===== config.mk =====
export PLATFORM = sky130hd
export DESIGN_NAME = burst_mem_slave
export DESIGN_NICKNAME = d
export VERILOG_FILES = /design/src/rtl/burst_mem_slave.sv
export SDC_FILE = /design/constraint.sdc
export NUM_CORES = 1
export LEC_CHECK = 0
export CAP_MARGIN = 5
export CORE_UTILIZATION = 55
export DETAILED_ROUTE_END_ITERATION = 10
export DONT_BUFFER_PORTS = 1
export PLACE_DENSITY_LB_ADDON = 0.2
export SLEW_MARGIN = 20
export SYNTH_ARGS = -nofsm -noshare
export SYNTH_HDL_FRONTEND = slang
export SYNTH_SLANG_ARGS = --single-unit

===== constraint.sdc =====
create_clock -name clock -period 5.15 [get_ports clock]
set_input_delay 0.515 -clock clock [delete_from_list [all_inputs] [get_ports clock]]
set_output_delay 0.515 -clock clock [all_outputs]
set_load 0.02 [all_outputs]

===== src/rtl/burst_mem_slave.sv =====
// Burst-capable register-file memory responder for the Top master FSM.
// Handles incrementing write/read bursts with a configurable read latency.
module burst_mem_slave #(
    parameter int DATA_W = 32,
    parameter int ADDR_W = 4,
    parameter int LEN_W  = 4,
    parameter int RD_LAT = 1
) (
    input  logic              clock,
    input  logic              reset,
    input  logic              io_wr,
    input  logic              io_rd,
    input  logic [ADDR_W-1:0] io_address,
    input  logic [LEN_W-1:0]  io_length,
    input  logic [DATA_W-1:0] io_wdata,
    output logic              io_ready,
    output logic [DATA_W-1:0] io_rdata,
    output logic              io_rddatavalid
);

    localparam int DEPTH  = 1 << ADDR_W;
    localparam int WAIT_W = (RD_LAT > 2) ? $clog2(RD_LAT) : 1;

    typedef enum logic [1:0] {
        IDLE,
        WRITE,
        RD_WAIT,
        RD_BURST
    } state_t;

    state_t             state;
    logic [DATA_W-1:0]  mem [DEPTH];
    logic [ADDR_W-1:0]  addr;
    logic [LEN_W-1:0]   remaining;
    logic [WAIT_W-1:0]  wait_cnt;

    logic [LEN_W-1:0]   beats;
    logic               accept;
    logic               wr_accept;
    logic               rd_accept;
    logic               burst_write;
    logic               mem_we;
    logic [ADDR_W-1:0]  mem_waddr;

    // A write and a read in the same request cycle resolve to the write.
    always_comb begin
        beats       = (io_length == '0) ? LEN_W'(1) : io_length;
        accept      = (state == IDLE) && io_ready && (io_wr || io_rd);
        wr_accept   = accept && io_wr;
        rd_accept   = accept && !io_wr;
        burst_write = (state == WRITE) && io_wr;
        mem_we      = !reset && (wr_accept || burst_write);
        mem_waddr   = wr_accept ? io_address : addr;
    end

    always_ff @(posedge clock) begin
        if (mem_we) begin
            mem[mem_waddr] <= io_wdata;
        end
    end

    // addr always points at the next word to be written or read.
    always_ff @(posedge clock) begin
        if (reset) begin
            state          <= IDLE;
            io_ready       <= 1'b0;
            io_rddatavalid <= 1'b0;
            io_rdata       <= '0;
            addr           <= '0;
            remaining      <= '0;
            wait_cnt       <= '0;
        end else begin
            io_rddatavalid <= 1'b0;
            case (state)
                IDLE: begin
                    io_ready <= 1'b1;
                    if (wr_accept) begin
                        addr      <= io_address + 1'b1;
                        remaining <= beats - 1'b1;
                        if (beats != LEN_W'(1)) begin
                            state <= WRITE;
                        end
                    end else if (rd_accept) begin
                        io_ready <= 1'b0;
                        if (RD_LAT == 1) begin
                            io_rddatavalid <= 1'b1;
                            io_rdata       <= mem[io_address];
                            addr           <= io_address + 1'b1;
                            remaining      <= beats - 1'b1;
                            if (beats != LEN_W'(1)) begin
                                state <= RD_BURST;
                            end
                        end else begin
                            addr      <= io_address;
                            remaining <= beats;
                            wait_cnt  <= WAIT_W'(RD_LAT - 2);
                            state     <= (RD_LAT == 2) ? RD_BURST : RD_WAIT;
                        end
                    end
                end
                WRITE: begin
                    io_ready <= 1'b1;
                    if (io_wr) begin
                        addr      <= addr + 1'b1;
                        remaining <= remaining - 1'b1;
                        if (remaining == LEN_W'(1)) begin
                            state <= IDLE;
                        end
                    end
                end
                RD_WAIT: begin
                    wait_cnt <= wait_cnt - 1'b1;
                    if (wait_cnt == WAIT_W'(1)) begin
                        state <= RD_BURST;
                    end
                end
                RD_BURST: begin
                    io_rddatavalid <= 1'b1;
                    io_rdata       <= mem[addr];
                    addr           <= addr + 1'b1;
                    remaining      <= remaining - 1'b1;
                    if (remaining == LEN_W'(1)) begin
                        state <= IDLE;
                    end
                end
                default: begin
                    state <= IDLE;
                end
            endcase
        end
    end

endmodule

==> summary.md <==
| Metric | Value |
|---|---|
| Inst Count DP | `2086` |
| Worst EP arrival | `3800 ps` |
| FF-to-FF setup slack | `1650 ps` |
| Register-to-Register Path Depth | `7` |
| Slew HR | `0.183` |
| Die X | `221 um` |
| Clock transition at path regs | `60 ps` |
| Final Max Tran Viols | `0` |
| TritonCTS clock tree | `yes` |
| Ant diodes | `0` |
| Clock network fraction of total power | `0.343` |
| Ys async rst share | `0` |
| Sw Ratio | `0.289` |
| Worst setup SP type | `register` |
| Cell-internal power | `8.84 mW` |
| Leakage | `9.37 nW` |
| Worst setup path endpoint | `mem[12][28]$_DFFE_PP_` |
| Total of max-cap violations | `0` |
| Drt pass-1 iters | `8` |
| Post-route setup TNS | `0 ps` |
| Overall power | `12.4 mW` |
| Logic gate share of total power | `0.214` |
| Synthesis Warnings | `0` |
| Fin cells | `2226` |
| Wire per inst | `31.6 um` |
| Initial antenna violation count | `2` |
| Crit path from | `state[0]$_SDFFE_PP0P_` |
| PortBufs | `0` |
| Critical path fanouts, max | `23` |
| Sw power | `3.59 mW` |
| Syn Inst Count | `1562` |
| Critical path class | `register to register` |
| Post-route DRC | `3` |
| Critical Path Stages | `7` |
| Core ar. | `0.0469 mm^2` |
| Synth Cell Area | `0.0263 mm^2` |
| Hold Fails Final Rpt | `0` |
| GRT Overall Usage | `0.291` |
| Top FF cell, synth | `edfxtp_1` |
| Synth cell types | `55` |
| Commonest non-fill, non-tap cell in the layout | `edfxtp_1` |
| H-tree depth | `2` |
| Critical path's slowest cell | `nor2_4` |
| Die height | `221 um` |
| Layout area overhead | `10.5%` |
| Routed WL | `70400 um` |
| Min Tclk post-route | `3500 ps` |
| DRT antenna net count | `0` |
| Critical Path Sink Type | `register` |
| Final GP Congestion | `0.846` |
| Root Buffer | `clkbuf_16` |
| Critical path buffer and inverter count | `2` |
| Outcome | `finished, violations left` |
| HPWL after DPL | `38700 um` |
| # Post-CTS Setup Buffers | `0` |
| Yosys reg bits | `561` |
| CTS Buf Count | `57` |
| First-pass GRT wire length | `105000 um` |
| Iter 0 DRT Violations | `1675` |
| Syn_area_per_cell | `16.9 um^2` |
| Final Skew | `35.3 ps` |
| CP cell instances | `inv_1 -> ha_1 -> a21oi_1 -> nor3b_1 -> nand2_1 -> nor2_4 -> buf_4` |
| GRT overflow | `0` |
| Share of cells above drive strength 1 | `0.238` |
| Fmax | `0.285 GHz` |
| Setup violators final | `0` |
| PwrDens | `427 mW/mm^2` |
| CP required | `5440 ps` |
| Crit path max-delay family | `simple AND/OR/NAND/NOR gates` |
| Core Rows | `79` |
| Nets | `1625` |
| Peak supply drop | `0.346 mV` |
| Post-synth EDFFs | `512` |
| Hold Path Class | `input pin to register` |
| Worst slew pin tran | `1220 ps` |
| Die ar. | `0.0488 mm^2` |
| CP peak stage delay | `930 ps` |
| Post-DP Area | `0.0268 mm^2` |
| Number of global-route vias before repair | `15770` |
| Worst-skew pair later-pin latency | `630 ps` |
| Reg2reg end | `mem[12][28]$_DFFE_PP_` |
| IO Count | `78` |
| Commonest cells after routing, fill and taps aside | `edfxtp_1 (512), mux2i_1 (222), mux4_2 (111)` |
| Final instance area | `0.0291 mm^2` |
| Seq pwr share | `0.443` |
| Largest net degree at the start of global routing | `199` |
| Seq/Total Area, Yosys | `0.621` |
| Via density | `7.01` |
| Clock buffer depth | `3` |
| RSZ-0062 raised after global routing | `no` |
| CTS Sinks | `561` |
| Synth Net Count | `1616` |
| Final Cycle Share | `0.680` |
| Initial core utilization | `0.562` |
| Failing checks | `DRC` |
| FILL cells | `3300` |
| Reg2reg start | `state[0]$_SDFFE_PP0P_` |
| Via count | `15610` |
-- state kept, by name, summed over array words and instances, names as in the netlist, named ones only --
signal,count
io_ready,1
remaining,4
state,2
addr,4
wait_cnt,1
io_rddatavalid,1
mem,512
io_rdata,32
-- layout make-up --
type	count	area, um^2	share of cell area
multi-input combinational	863	9310	0.320
inverter	16	60.1	0.00206
timing repair buffer	72	676	0.0232
clock buffer	68	1530	0.0526
sequential	561	16400	0.563
clock inverter	39	390	0.0134
tap	607	759	0.0261
-- cells by family after synthesis --
| group | synth area share |
|---|---|
| buf+inv | 0.0320 |
| flops | 0.621 |
| xor+xnor | 0.000665 |
| fa+ha+maj | 0.00475 |
| mux | 0.237 |
| simple gates | 0.0158 |
| compound gates | 0.0882 |
-- cells in the mapped netlist (15+ instances only) --
master,number,area [um^2]
mux2i_1,222,2220
buf_6,18,203
a211oi_1,17,128
o21ai_0,35,175
clkbuf_1,44,165
mux2_2,96,1080
buf_2,30,150
edfxtp_1,512,15400
inv_1,15,56.3
a21oi_1,90,450
a22o_1,15,131
o22ai_1,32,200
dfxtp_1,49,981
mux4_1,17,447
a221oi_1,38,333
buf_4,17,128
a22oi_1,37,278
mux4_2,111,2500
nor2_1,31,116
-- through the flow --
step,hold slack [ps],setup WS (ps),util
after global placement,491,1670,0.571
after floorplan,480,1810,-
after CTS,88.7,1490,0.621
after detailed placement,500,1510,0.573
after global routing,109,1490,0.621
final,118,1650,0.621
-- power by group through the flow --
| stage | combinational (mW) | clock [mW] | sequential [mW] |
|---|---|---|---|
| after CTS | 2.63 | 4.29 | 5.51 |
| after global placement | 2.52 | 0 | 5.60 |
| after global routing | 2.81 | 4.46 | 5.54 |
| after detailed placement | 2.55 | 0 | 5.61 |
| after floorplan | 2.08 | 0 | 5.40 |
| final | 2.66 | 4.26 | 5.51 |
-- how the worst min path moves through the flow --
stage                                         start                         to  slack (ps)  cells past startpoint
after global routing                  io_address[3]       addr[3]$_SDFFE_PP0P_         110                      2
final                                 io_address[3]                   register         120                      2
after CTS                             io_address[3]                   register          90                      2
after global placement        state[1]$_SDFFE_PP0P_      state[1]$_SDFFE_PP0P_         490                      2
after floorplan           remaining[3]$_SDFFE_PP0P_  remaining[3]$_SDFFE_PP0P_         480                      2
after detailed placement      state[1]$_SDFFE_PP0P_      state[1]$_SDFFE_PP0P_         500                      2
-- metal layers --
layer,track usage,wire length [um],up-vias
li1,-,-,6550
met1,0.405,28500,8084
met2,0.457,33000,820
met3,0.0641,6930,152
met4,0.0938,1880,4
met5,0,26,-
-- timing repair --
item,4_1_cts,5_1_grt
endpoints found under the hold margin,527,0
gates resized for setup,0,0
hold buffers,33,0
Note: power is estimated with default switching activity, not from simulation.
